--- config.mk ---
export PLATFORM = sky130hd
export DESIGN_NAME = hazard_forward_unit
export DESIGN_NICKNAME = d
export VERILOG_FILES = /design/src/rtl/hazard_forward_unit.sv
export SDC_FILE = /design/constraint.sdc
export NUM_CORES = 1
export LEC_CHECK = 0
export CAP_MARGIN = 10
export CORE_ASPECT_RATIO = 0.5
export CORE_MARGIN = 1.5
export CORE_UTILIZATION = 48
export DETAILED_ROUTE_END_ITERATION = 10
export PLACE_DENSITY = 0.78
export REMOVE_ABC_BUFFERS = 1
export SYNTH_ARGS = -nofsm -noshare
export SYNTH_HDL_FRONTEND = slang
export SYNTH_SLANG_ARGS = --single-unit
--- constraint.sdc ---
create_clock -name clk -period 2.2 [get_ports clk]
set_input_delay 0.33 -clock clk [delete_from_list [all_inputs] [get_ports clk]]
set_output_delay 0.33 -clock clk [all_outputs]
set_load 0.01 [all_outputs]
--- src/rtl/hazard_forward_unit.sv ---
// Load-use / flush / freeze hazard controller for the 5-stage core.
// Also registers the ALU forwarding selects for the instruction entering EX.
module hazard_forward_unit #(
  parameter int REG_ADDR_W = 5,
  parameter int PERF_W     = 32
) (
  input  logic                  clk,
  input  logic                  rst_n,
  input  logic                  id_valid,
  input  logic [REG_ADDR_W-1:0] id_rs1,
  input  logic [REG_ADDR_W-1:0] id_rs2,
  input  logic                  id_uses_rs1,
  input  logic                  id_uses_rs2,
  input  logic [REG_ADDR_W-1:0] id_rd,
  input  logic                  id_regwrite,
  input  logic                  id_memread,
  input  logic                  branch_taken,
  input  logic                  ext_stall,
  output logic [1:0]            forwardA,
  output logic [1:0]            forwardB,
  output logic                  stall_if_id,
  output logic                  bubble_ex,
  output logic [PERF_W-1:0]     load_use_stalls
);

  // Only EX and MEM producers matter: a producer already in WB while the
  // consumer sits in ID is covered by the write-first register file.
  logic [REG_ADDR_W-1:0] ex_rd_reg;
  logic                  ex_we_reg;
  logic                  ex_load_reg;
  logic [REG_ADDR_W-1:0] mem_rd_reg;
  logic                  mem_we_reg;

  logic [REG_ADDR_W-1:0] src      [2];
  logic                  use_src  [2];
  logic [1:0]            sel_next [2];
  logic                  lu_hit   [2];

  logic load_use;
  logic take_bubble;
  logic accept_lu;

  assign src[0]     = id_rs1;
  assign src[1]     = id_rs2;
  assign use_src[0] = id_uses_rs1;
  assign use_src[1] = id_uses_rs2;

  genvar gi;
  generate
    for (gi = 0; gi < 2; gi++) begin : g_src
      logic live;
      logic match_ex;
      logic match_mem;

      assign live      = id_valid & use_src[gi] & (src[gi] != '0);
      assign match_ex  = live & ex_we_reg  & (ex_rd_reg  == src[gi]);
      assign match_mem = live & mem_we_reg & (mem_rd_reg == src[gi]);
      assign sel_next[gi] = match_ex  ? 2'b10 :
                            match_mem ? 2'b01 : 2'b00;
      assign lu_hit[gi] = match_ex & ex_load_reg;
    end
  endgenerate

  assign load_use    = lu_hit[0] | lu_hit[1];
  assign take_bubble = branch_taken | load_use;
  assign accept_lu   = load_use & ~branch_taken;

  // A frozen pipeline needs neither a stall nor a bubble; reset masks both.
  assign stall_if_id = rst_n & ~ext_stall & accept_lu;
  assign bubble_ex   = rst_n & ~ext_stall & take_bubble;

  always_ff @(posedge clk or negedge rst_n) begin
    if (!rst_n) begin
      ex_rd_reg       <= '0;
      ex_we_reg       <= 1'b0;
      ex_load_reg     <= 1'b0;
      mem_rd_reg      <= '0;
      mem_we_reg      <= 1'b0;
      forwardA        <= 2'b00;
      forwardB        <= 2'b00;
      load_use_stalls <= '0;
    end else if (!ext_stall) begin
      mem_rd_reg <= ex_rd_reg;
      mem_we_reg <= ex_we_reg;
      if (take_bubble) begin
        ex_rd_reg   <= '0;
        ex_we_reg   <= 1'b0;
        ex_load_reg <= 1'b0;
        forwardA    <= 2'b00;
        forwardB    <= 2'b00;
      end else begin
        ex_rd_reg   <= id_rd;
        ex_we_reg   <= id_valid & id_regwrite;
        ex_load_reg <= id_valid & id_memread;
        forwardA    <= sel_next[0];
        forwardB    <= sel_next[1];
      end
      if (accept_lu) begin
        load_use_stalls <= load_use_stalls + 1'b1;
      end
    end
  end

endmodule
==> results.md, run 1 <==
### Synthesis
* **fraction of registers with async set/reset** 100%
* **sequential fraction of the synthesis area** 49.3%
* **predominant post-synthesis flop cell** sky130_fd_sc_hd__dfrtp_1
* **number of flip-flops and latches in the synthesized netlist** 49
* **syn avg cell area** 11.4 um^2
* **post-synth cell types** 32
* **Yosys warning count** 0
* **cells taking the most area after synthesis** sky130_fd_sc_hd__dfrtp_1 (49%), sky130_fd_sc_hd__xnor2_1 (12%), sky130_fd_sc_hd__xor2_1 (6.0%), sky130_fd_sc_hd__and3_1 (4.3%), sky130_fd_sc_hd__nand4_1 (4.3%)
* **area share of the largest cell type after synthesis** 49.3%
* **library cell occupying the most area in the post-synthesis netlist** sky130_fd_sc_hd__dfrtp_1
* **cell area after synthesis** 0.00249 mm^2
* **count of mapped cells out of synthesis** 219
* **EDFF count, synth** 0
* **top cell types by occurrence after synthesis** sky130_fd_sc_hd__dfrtp_1 (49), sky130_fd_sc_hd__xnor2_1 (34), sky130_fd_sc_hd__nand3_1 (19)
* **dominant cell by count in the synthesized netlist** sky130_fd_sc_hd__dfrtp_1

### Min path
* **HP Class** input pin to async pin

### STA
* **number of failing hold endpoints at the final stage** 0
* **maximum operating frequency** 432 MHz
* **normalized max-slew margin** 69.2%
* **final slew viol count** 0
* **post-route worst hold slack** 0.396 ns
* **measured slew at the worst slew-check pin** 0.462 ns
* **share of the cycle needed by the critical path after routing** 105%
* **final worst-path setup slack** -0.114 ns
* **Fin Setup TNS** -0.213 ns
* **unrepaired setup endpoints after global routing** yes
* **time the final worst path needs with I/O delays and setup** 2.31 ns
* **post-route clock skew** 0.00701 ns
* **Finish-stage setup viols** 2

### Worst setup path
* **required time at the endpoint of the critical path** 1.87 ns
* **Crit Path Max Fanout** 3
* **Reg2Reg Launch Point** ex_rd_reg[3]
* **reg2reg setup slack** 0.07 ns
* **cell depth of the worst flop-to-flop path** 8
* **type of element capturing the critical path** primary output
* **CP Class** register to primary output
* **sort of element at the start of the critical path** register
* **FF-to-FF End** load_use_stalls[1]
* **signal arrival time at the worst endpoint** 1.98 ns

### Floorplan
* **placeable core area** 0.00495 mm^2
* **horizontal die dimension** 105 um
* **die outline area** 0.00565 mm^2
* **std cell rows** 18
* **IO Pins** 62
* **overall die height** 53.9 um
* **initial cell density of the core** 50.2%

### Place
* **final RePlAce weighted congestion** 0.833
* **Port Buffers** 61
* **total half-perimeter wirelength after legalization and detailed placement** 4270 um
* **cell count after placement** 363

### Clock network
* **CTS H-tree lvls** 2
* **number of sinks on the clock net** 49
* **clk_lat worst skew** 0.30 ns
* **buffer cell driving the clock tree root** sky130_fd_sc_hd__clkbuf_8
* **CTS Buf Count** 5
* **clock transition at the registers of the reported paths** 0.09 ns
* **buffer levels on the longest clock path** 2
* **clock tree from TritonCTS** done

### Pwr
* **Power per Cell Area** 488 mW/mm^2
* **IR drop worst, VDD** 0.304 mV
* **Leak** 1.54 nW

### Outcome
* **violations in the final reports** setup timing
* **result of the run** complete, but fails checks

### Routing
* **routed wire length per instance** 15.6 um
* **Detailed Route Iter0 Violations** 45
* **first drt pass iteration count** 4
* **number of vias per cell** 5.39
* **Routed Antenna Nets** 0
* **final routed wirelength across all metal layers** 5830 um
* **total vias in the final route** 2020
* **DR DRC count** 0

### Global routing
* **maximum number of pins on one net before global-route repair** 30
* **global-route wire length before repair** 9580 um
* **via count of the first global-routing pass** 2037
* **initial antenna violation count** 0
* **remaining global-route overflow** 0
* **Overall Global Routing Usage** 22.1%

### Layout
* **layout filler cell count** 360
* **max reg flops** 32
* **Diodes inserted** 0
* **final cell count without fillers** 375
* **Area Growth Syn to Fin** 38.8%
* **number of nets in the layout** 330
* **layout cell share with drive strength beyond 1** 18.7%

### Flow run
* **number of max-cap violations** 0

-- critical path, stage by stage, from the launching register on --
cell and delay (ns):
sky130_fd_sc_hd__dfrtp_2 0.45, sky130_fd_sc_hd__xor2_2 0.17, sky130_fd_sc_hd__nor4_4 0.33, sky130_fd_sc_hd__nand4b_4 0.18, sky130_fd_sc_hd__buf_6 0.16, sky130_fd_sc_hd__a21oi_2 0.13
sky130_fd_sc_hd__and2_4 0.17, sky130_fd_sc_hd__buf_6 0.10
-- kinds of logic after synthesis --
group           count (synthesis)  synth area share (%)
compound gates                 15                  5.53
buf+inv                         9                  1.96
flops                          49                  49.3
simple gates                   87                  21.6
mux                             7                  3.17
xor+xnor                       51                  17.9
fa+ha+maj                       1                 0.503
-- cell type report --
class	instances	area, um^2	area share [%]
Multi-Input combinational cell	161	1240	36.0
Sequential cell	49	1230	35.6
Timing Repair Buffer	87	800	23.2
Tap cell	70	87.6	2.54
Clock buffer	6	82.6	2.39
Clock inverter	1	7.51	0.217
Inverter	1	3.75	0.109
-- layer usage --
metal  wire (um)  global-route usage (%)  part of all wire [%]
met3         280                    4.84                   4.8
met1        2580                    27.8                    44
met5           0                       0                     0
met4          37                    6.16                  0.63
met2        2930                    39.9                    50
-- layout by cell type (no fill, tap or decap), types with 6 or more instances in the layout --
master                            synthesis  routed
sky130_fd_sc_hd__a22o_1                   6       6
sky130_fd_sc_hd__and3_1                  17      17
sky130_fd_sc_hd__buf_4                    0      23
sky130_fd_sc_hd__clkbuf_8                 0       6
sky130_fd_sc_hd__clkdlybuf4s50_1          0      48
sky130_fd_sc_hd__dfrtp_1                 49      47
sky130_fd_sc_hd__dlygate4sd2_1            0       7
sky130_fd_sc_hd__mux2_2                   7       7
sky130_fd_sc_hd__nand2_1                  8       8
sky130_fd_sc_hd__nand3_1                 19      19
sky130_fd_sc_hd__nand4_1                 17      17
sky130_fd_sc_hd__xnor2_1                 34      33
sky130_fd_sc_hd__xor2_1                  17      15
-- worst max-delay path by stage --
stage / startpoint / to / slack, ns / cells past startpoint
after global routing: ex_rd_reg[4] / bubble_ex / -0.22 / 7
after global placement: id_rs2[1] / bubble_ex / -0.62 / 8
after detailed placement: id_rs2[1] / bubble_ex / -0.66 / 8
after CTS: ex_rd_reg[3] / bubble_ex / -0.11 / 7
final: ex_rd_reg[3] / stall_if_id / -0.11 / 7
after floorplan: ex_rd_reg[3] / bubble_ex / 0.06 / 6
-- power breakdown --
part	total [mW]	switching (mW)	internal (mW)
sequential	0.948	0.0270	0.921
combinational	0.201	0.0907	0.110
clock	0.536	0.288	0.249
total	1.69	0.405	1.28
-- what timing repair did --
action,4_1_cts,5_1_grt
resized for setup,26,7
hold buffers,1,0
endpoints found under the hold margin,4,0
buffers inserted,3,1
setup endpoints to repair,11,2
pin swaps,6,1
-- through the flow --
stage / util (%) / instance area [um^2] / worst slack (ns) / total power [mW]
6_report: 69.7 / 3450 / -0.114 / 1.69
2_1_floorplan: - / 2440 / 0.0613 / 1.04
5_1_grt: 69.7 / 3450 / -0.218 / 1.76
4_1_cts: 68.9 / 3420 / -0.108 / 1.69
3_5_place_dp: 66.5 / 3290 / -0.664 / 1.16
3_3_place_gp: 66.5 / 3290 / -0.618 / 1.16
No activity file was read; power rests on OpenSTA's default activity.
==> inputs of run 2 (changes only) <==
--- a/config.mk
+++ b/config.mk
@@ -10,8 +10,9 @@
 export CORE_MARGIN = 1.5
 export CORE_UTILIZATION = 48
 export DETAILED_ROUTE_END_ITERATION = 10
-export PLACE_DENSITY = 0.78
+export PLACE_DENSITY = 0.75
 export REMOVE_ABC_BUFFERS = 1
+export SLEW_MARGIN = 20
 export SYNTH_ARGS = -nofsm -noshare
 export SYNTH_HDL_FRONTEND = slang
 export SYNTH_SLANG_ARGS = --single-unit
==> run 2 against run 1 <==
The flow still finishes with violations (setup timing). Die area is the same. Count of clock-buffer cells in the layout is the same. Power grew 8.2%. Non-clock buffer count grew 2. Largest power group unchanged. Highest routed layer unchanged. Critical endpoint is now bubble_ex.
==> results.md, run 2 (synthesis results as in run 1) <==
### Outcome
* **result of the run** complete, but fails checks, unchanged
* **violations in the final reports** setup timing, unchanged

### STA
* **final worst-path setup slack** -0.191 ns, was -0.114 ns
* **post-route worst hold slack** 0.409 ns, was 0.396 ns
* **final slew viol count** 0, unchanged
* **unrepaired setup endpoints after global routing** yes, unchanged
* **share of the cycle needed by the critical path after routing** 109%, was 105%
* **measured slew at the worst slew-check pin** 0.461 ns, was 0.462 ns
* **time the final worst path needs with I/O delays and setup** 2.39 ns, was 2.31 ns
* **post-route clock skew** 0.00691 ns, was 0.00701 ns
* **maximum operating frequency** 418 MHz, was 432 MHz
* **number of failing hold endpoints at the final stage** 0, unchanged
* **Finish-stage setup viols** 2, unchanged
* **normalized max-slew margin** 69.3%, was 69.2%

### Worst setup path
* **CP bufs+invs** 2, unchanged
* **cell breakdown of the critical path** xor2_2 > nor4_4 > nand4b_4 > buf_6 > a21boi_4 > nor2_1 > nor3b_1 > buf_2, was xor2_2 > nor4_4 > nand4b_4 > buf_6 > a21oi_2 > and2_4 > buf_6
* **required time at the endpoint of the critical path** 1.87 ns, about the same
* **Reg2Reg Launch Point** ex_rd_reg[3], unchanged
* **standard cell with the maximum stage delay on the critical path** sky130_fd_sc_hd__dfrtp_2, unchanged
* **sort of element at the start of the critical path** register, unchanged
* **CP delay by family, top** simple AND/OR/NAND/NOR gates, unchanged
* **CP Class** register to primary output, unchanged
* **source of the critical timing path** ex_rd_reg[3], unchanged
* **signal arrival time at the worst endpoint** 2.06 ns, was 1.98 ns
* **highest cell delay on the worst timing path** 0.45 ns, about the same
* **Crit Path Max Fanout** 3, unchanged
* **type of element capturing the critical path** primary output, unchanged

### Layout
* **max reg flops** 32, unchanged
* **Area Growth Syn to Fin** 42.5%, was 38.8%
* **layout cell share with drive strength beyond 1** 20.1%, was 18.7%
* **Diodes inserted** 0, unchanged
* **post-route standard cell area excluding fillers** 0.00355 mm^2, was 0.00345 mm^2
* **commonest cells after routing, fill and taps aside** sky130_fd_sc_hd__dfrtp_1 (48), sky130_fd_sc_hd__clkdlybuf4s50_1 (48), sky130_fd_sc_hd__xnor2_1 (34), sky130_fd_sc_hd__buf_4 (25), sky130_fd_sc_hd__nand3_1 (19), was sky130_fd_sc_hd__clkdlybuf4s50_1 (48), sky130_fd_sc_hd__dfrtp_1 (47), sky130_fd_sc_hd__xnor2_1 (33), sky130_fd_sc_hd__buf_4 (23), sky130_fd_sc_hd__nand3_1 (19)
* **number of nets in the layout** 333, was 330

### Global routing
* **maximum number of pins on one net before global-route repair** 22, was 30
* **global-route wire length before repair** 9940 um, was 9580 um
* **Overall Global Routing Usage** 23.2%, was 22.1%
* **initial antenna violation count** 0, unchanged
* **via count of the first global-routing pass** 1993, was 2037
* **remaining global-route overflow** 0, unchanged

### Routing
* **DR DRC count** 0, unchanged
* **Routed Antenna Nets** 0, unchanged
* **final routed wirelength across all metal layers** 6070 um, was 5830 um
* **total vias in the final route** 2022, was 2020
* **first drt pass iteration count** 4, unchanged
* **Detailed Route Iter0 Violations** 72, was 45
* **routed wire length per instance** 16.0 um, was 15.6 um
* **number of vias per cell** 5.34, was 5.39

### Clock network
* **buffer cell driving the clock tree root** sky130_fd_sc_hd__clkbuf_8, unchanged
* **number of sinks on the clock net** 49, unchanged
* **CTS H-tree lvls** 2, unchanged
* **buffer levels on the longest clock path** 2, unchanged
* **clock tree from TritonCTS** done, unchanged
* **clock transition at the registers of the reported paths** 0.09 ns, about the same
* **CTS Buf Count** 5, unchanged
* **clk_lat worst skew** 0.30 ns, about the same

### Min path
* **HP Class** input pin to async pin, unchanged

### Pwr
* **Leak** 1.64 nW, was 1.54 nW
* **Tot Pwr** 1.82 mW, was 1.69 mW
* **Power per Cell Area** 515 mW/mm^2, was 488 mW/mm^2
* **IR drop worst, VDD** 0.371 mV, was 0.304 mV

### Place
* **total half-perimeter wirelength after legalization and detailed placement** 4300 um, was 4270 um
* **Port Buffers** 61, unchanged
* **final RePlAce weighted congestion** 0.820, was 0.833
* **Post-Place Cell Area** 0.00332 mm^2, was 0.00329 mm^2

### Flow run
* **number of max-cap violations** 0, unchanged

### Floorplan
* **placeable core area** 0.00495 mm^2, unchanged
* **IO Pins** 62, unchanged
* **std cell rows** 18, unchanged
* **die outline area** 0.00565 mm^2, unchanged
* **initial cell density of the core** 50.2%, unchanged
* **overall die height** 53.9 um, unchanged
* **horizontal die dimension** 105 um, unchanged

run 2: worst reg2reg max path: stages, from the launching register on:
cell	delay, ns
sky130_fd_sc_hd__dfrtp_2	0.45
sky130_fd_sc_hd__xor2_2	0.17
sky130_fd_sc_hd__nor4_4	0.34
sky130_fd_sc_hd__nand4b_4	0.17
sky130_fd_sc_hd__buf_6	0.16
sky130_fd_sc_hd__a21boi_4	0.12
sky130_fd_sc_hd__buf_4	0.26
sky130_fd_sc_hd__nand4_1	0.19
sky130_fd_sc_hd__xnor2_1	0.17
run 2: per-stage QoR:
stage / instances / TNS (ns) / utilization, % / setup slack, ns
after detailed placement: 366 / -11.67 / 66.9 / -0.673
after global routing: 379 / -0.821 / 71.6 / -0.349
after CTS: 378 / -0.309 / 70.5 / -0.202
after global placement: 366 / -9.35 / 66.9 / -0.633
after floorplan: 211 / 0 / - / 0.0613
final: 379 / -0.305 / 71.6 / -0.191
run 2: area by class of cell:
cell class              instances  area (um^2)
fillers                       375         1410
clock buffers                   6         82.6
clock inverters                 2         37.5
well taps                      70         87.6
multi-input cells             162         1290
repair buffers                 89          817
flip-flops and latches         49         1230
inverters                       1         3.75
run 2: final timing paths:
kind / to / slack, ns / depth (start not counted)
worst max register to register: load_use_stalls[7] / 0.07 / 8
worst max-delay path: bubble_ex / -0.19 / 8
worst min-delay path: load_use_stalls[16] / 0.41 / 2
min in group clk: load_use_stalls[31] / 0.48 / 1
worst min register to register: load_use_stalls[31] / 0.48 / 1
max in group asynchronous: ex_rd_reg[3] / 1.23 / 3
run 2: repair_timing:
item,in CTS,in global routing
hold buffers,1,0
gates resized for setup,28,10
setup buffers,3,0
endpoints found under the setup margin,12,14
pin swaps,2,9
hold endpoints to repair,8,0
gates cloned,0,1
run 2: power by group:
part	switching (mW)	internal, mW
clock	0.307	0.370
sequential	0.0236	0.921
combinational	0.0933	0.110
total	0.424	1.40
run 2: per-layer routing:
metal / GRT usage (%) / vias to the layer above / part of all wire, %
li1: - / 960 / -
met1: 30.8 / 1010 / 45
met5: 0 / - / 0
met2: 39.4 / 48 / 50
met4: 8.22 / 0 / 0.69
met3: 4.00 / 4 / 3.9
==> inputs of run 3 (changes only) <==
--- a/config.mk
+++ b/config.mk
@@ -8,9 +8,9 @@
 export CAP_MARGIN = 10
 export CORE_ASPECT_RATIO = 0.5
 export CORE_MARGIN = 1.5
-export CORE_UTILIZATION = 48
+export CORE_UTILIZATION = 45
 export DETAILED_ROUTE_END_ITERATION = 10
-export PLACE_DENSITY = 0.75
+export PLACE_DENSITY = 0.71
 export REMOVE_ABC_BUFFERS = 1
 export SLEW_MARGIN = 20
 export SYNTH_ARGS = -nofsm -noshare
==> run 3 against run 2 <==
The run still ends with setup timing left. Global-route usage down 1.2 points. Highest routed layer unchanged. Sequential cell count unchanged. Non-clock buffer count up 3.
==> results.md, run 3 (synthesis results as in run 1) <==
### Outcome
* **result of the run** complete, but fails checks, unchanged
* **violations in the final reports** setup timing, unchanged

### STA
* **final worst-path setup slack** -0.209 ns, was -0.191 ns
* **share of the cycle needed by the critical path after routing** 109%, about the same
* **Finish-stage setup viols** 2, unchanged
* **post-route worst hold slack** 0.414 ns, was 0.409 ns
* **final slew viol count** 0, unchanged
* **measured slew at the worst slew-check pin** 0.442 ns, was 0.461 ns
* **unrepaired setup endpoints after global routing** yes, unchanged
* **time the final worst path needs with I/O delays and setup** 2.41 ns, was 2.39 ns
* **number of failing hold endpoints at the final stage** 0, unchanged
* **Fin Setup TNS** -0.385 ns, was -0.305 ns
* **maximum operating frequency** 415 MHz, was 418 MHz
* **post-route clock skew** 0.00268 ns, was 0.00691 ns
* **normalized max-slew margin** 70.5%, was 69.3%

### Global routing
* **Overall Global Routing Usage** 21.9%, was 23.2%
* **initial antenna violation count** 0, unchanged
* **remaining global-route overflow** 0, unchanged
* **via count of the first global-routing pass** 2084, was 1993
* **global-route wire length before repair** 10200 um, was 9940 um
* **maximum number of pins on one net before global-route repair** 31, was 22

### Worst setup path
* **reg2reg setup slack** 0.06 ns, was 0.07 ns
* **cell depth of the worst flop-to-flop path** 8, unchanged
* **required time at the endpoint of the critical path** 1.87 ns, about the same
* **CP bufs+invs** 2, unchanged
* **signal arrival time at the worst endpoint** 2.08 ns, was 2.06 ns
* **Reg2Reg Launch Point** ex_rd_reg[3], unchanged
* **CP delay by family, top** simple AND/OR/NAND/NOR gates, unchanged
* **highest cell delay on the worst timing path** 0.54 ns, was 0.45 ns
* **cell breakdown of the critical path** clkdlybuf4s50_1 > xnor2_1 > nand4_1 > or3_4 > a21boi_4 > nor2_1 > nor3b_1 > buf_2, was xor2_2 > nor4_4 > nand4b_4 > buf_6 > a21boi_4 > nor2_1 > nor3b_1 > buf_2
* **FF-to-FF End** ex_we_reg, was load_use_stalls[7]
* **standard cell with the maximum stage delay on the critical path** sky130_fd_sc_hd__clkdlybuf4s50_1, was sky130_fd_sc_hd__dfrtp_2
* **Crit Path Max Fanout** 4, was 3
* **CP Class** input pin to primary output, was register to primary output
* **sort of element at the start of the critical path** input pin, was register
* **type of element capturing the critical path** primary output, unchanged
* **number of cells on the critical path** 8, unchanged

### Routing
* **Detailed Route Iter0 Violations** 64, was 72
* **final routed wirelength across all metal layers** 6330 um, was 6070 um
* **number of vias per cell** 5.42, was 5.34
* **total vias in the final route** 2070, was 2022
* **routed wire length per instance** 16.6 um, was 16.0 um
* **Routed Antenna Nets** 0, unchanged
* **DR DRC count** 0, unchanged
* **first drt pass iteration count** 4, unchanged

### Layout
* **commonest cells after routing, fill and taps aside** sky130_fd_sc_hd__clkdlybuf4s50_1 (50), sky130_fd_sc_hd__dfrtp_1 (48), sky130_fd_sc_hd__xnor2_1 (34), sky130_fd_sc_hd__buf_4 (26), sky130_fd_sc_hd__nand3_1 (19), was sky130_fd_sc_hd__dfrtp_1 (48), sky130_fd_sc_hd__clkdlybuf4s50_1 (48), sky130_fd_sc_hd__xnor2_1 (34), sky130_fd_sc_hd__buf_4 (25), sky130_fd_sc_hd__nand3_1 (19)
* **Diodes inserted** 0, unchanged
* **Area Growth Syn to Fin** 43.6%, was 42.5%
* **number of nets in the layout** 336, was 333
* **max reg flops** 32, unchanged
* **layout cell share with drive strength beyond 1** 21.2%, was 20.1%
* **post-route standard cell area excluding fillers** 0.00357 mm^2, was 0.00355 mm^2
* **commonest non-fill, non-tap cell in the layout** sky130_fd_sc_hd__clkdlybuf4s50_1
* **post-layout util** 69.9%, was 71.6%

### Pwr
* **fraction of power consumed by sequential logic** 51.4%, was 51.8%
* **switching power** 433 uW, was 424 uW
* **Leak** 1.61 nW, was 1.64 nW
* **internal power contribution** 1.41 mW, was 1.40 mW
* **fraction of power consumed by combinational cells** 11.8%, was 11.1%
* **switching share of total power** 23.5%, was 23.2%
* **Power per Cell Area** 515 mW/mm^2, about the same
* **IR drop worst, VDD** 0.293 mV, was 0.371 mV
* **Tot Pwr** 1.84 mW, was 1.82 mW
* **Clock Power Share** 36.8%, was 37.1%

### Floorplan
* **placeable core area** 0.00511 mm^2, was 0.00495 mm^2
* **overall die height** 55.6 um, was 53.9 um
* **horizontal die dimension** 108 um, was 105 um
* **die outline area** 0.00601 mm^2, was 0.00565 mm^2
* **std cell rows** 18, unchanged
* **initial cell density of the core** 48.7%, was 50.2%
* **IO Pins** 62, unchanged

### Place
* **final RePlAce weighted congestion** 0.832, was 0.820
* **total half-perimeter wirelength after legalization and detailed placement** 4450 um, was 4300 um
* **Port Buffers** 61, unchanged
* **Post-Place Cell Area** 0.00330 mm^2, was 0.00332 mm^2

### Clock network
* **clk_lat worst skew** 0.31 ns, was 0.30 ns
* **number of sinks on the clock net** 49, unchanged
* **CTS H-tree lvls** 2, unchanged
* **clock transition at the registers of the reported paths** 0.09 ns, about the same
* **clock tree from TritonCTS** done, unchanged
* **buffer cell driving the clock tree root** sky130_fd_sc_hd__clkbuf_8, unchanged
* **CTS Buf Count** 5, unchanged
* **buffer levels on the longest clock path** 2, unchanged

### Min path
* **HP Class** input pin to async pin, unchanged

### Flow run
* **number of max-cap violations** 0, unchanged

==> run 3: changes by cell type in the layout (fill, tap and decap cells not counted), sizes merged <==
cell	previous run	this run
clkdlybuf4s15	3	0
buf	30	33
clkdlybuf4s50	48	50
dlymetal6s2s	0	1
==> run 3: stage by stage <==
| stage | instances | worst slack, ns |
|---|---|---|
| after floorplan | 211 | 0.0613 |
| after global placement | 364 | -0.628 |
| after detailed placement | 364 | -0.681 |
| after CTS | 381 | -0.269 |
| after global routing | 382 | -0.308 |
| final | 382 | -0.209 |
==> run 3: cell type report <==
cell class | instances | area [um^2]
fillers | 375 | 1540
clock buffers | 6 | 82.6
multi-input cells | 162 | 1290
well taps | 70 | 87.6
clock inverters | 2 | 37.5
flip-flops and latches | 49 | 1230
inverters | 1 | 3.75
repair buffers | 92 | 848
==> run 3: worst max path at each step <==
stage	start	endpoint
2_1_floorplan	ex_rd_reg[3]	bubble_ex
6_report	id_rs2[3]	bubble_ex
3_3_place_gp	id_rs1[3]	bubble_ex
3_5_place_dp	id_rs2[0]	stall_if_id
4_1_cts	ex_rd_reg[2]	bubble_ex
5_1_grt	ex_rd_reg[3]	bubble_ex
==> run 3: per-layer routing <==
| metal | global-route usage, % | part of all wire, % | up-vias |
|---|---|---|---|
| li1 | - | - | 972 |
| met1 | 30.9 | 47 | 1024 |
| met2 | 35.0 | 47 | 66 |
| met3 | 3.75 | 4.4 | 8 |
| met4 | 6.20 | 1.4 | 0 |
| met5 | 0 | 0 | - |
==> run 3: what timing repair did <==
action,CTS,global route
buffers inserted,8,2
endpoints found under the hold margin,6,0
gates resized for setup,27,8
hold buffers,1,0
endpoints found under the setup margin,15,24
pin swaps,11,8
cloned,0,1
==> run 3: worst reg2reg max path, cell delays in order (launching register included) <==
cell and delay (ns):
sky130_fd_sc_hd__dfrtp_2 0.45, sky130_fd_sc_hd__xor2_2 0.17, sky130_fd_sc_hd__nor4_4 0.33, sky130_fd_sc_hd__nand4b_4 0.17, sky130_fd_sc_hd__buf_6 0.16, sky130_fd_sc_hd__a21boi_4 0.12
sky130_fd_sc_hd__buf_4 0.27, sky130_fd_sc_hd__nor2_4 0.10, sky130_fd_sc_hd__a32o_1 0.26
==> run 3: power groups by stage <==
| stage | registers, mW | clock network (mW) | logic, mW |
|---|---|---|---|
| 5_1_grt | 0.950 | 0.731 | 0.238 |
| 6_report | 0.946 | 0.678 | 0.217 |
| 3_3_place_gp | 0.962 | 0 | 0.198 |
| 3_5_place_dp | 0.963 | 0 | 0.202 |
| 2_1_floorplan | 0.959 | 0 | 0.0809 |
| 4_1_cts | 0.945 | 0.697 | 0.211 |
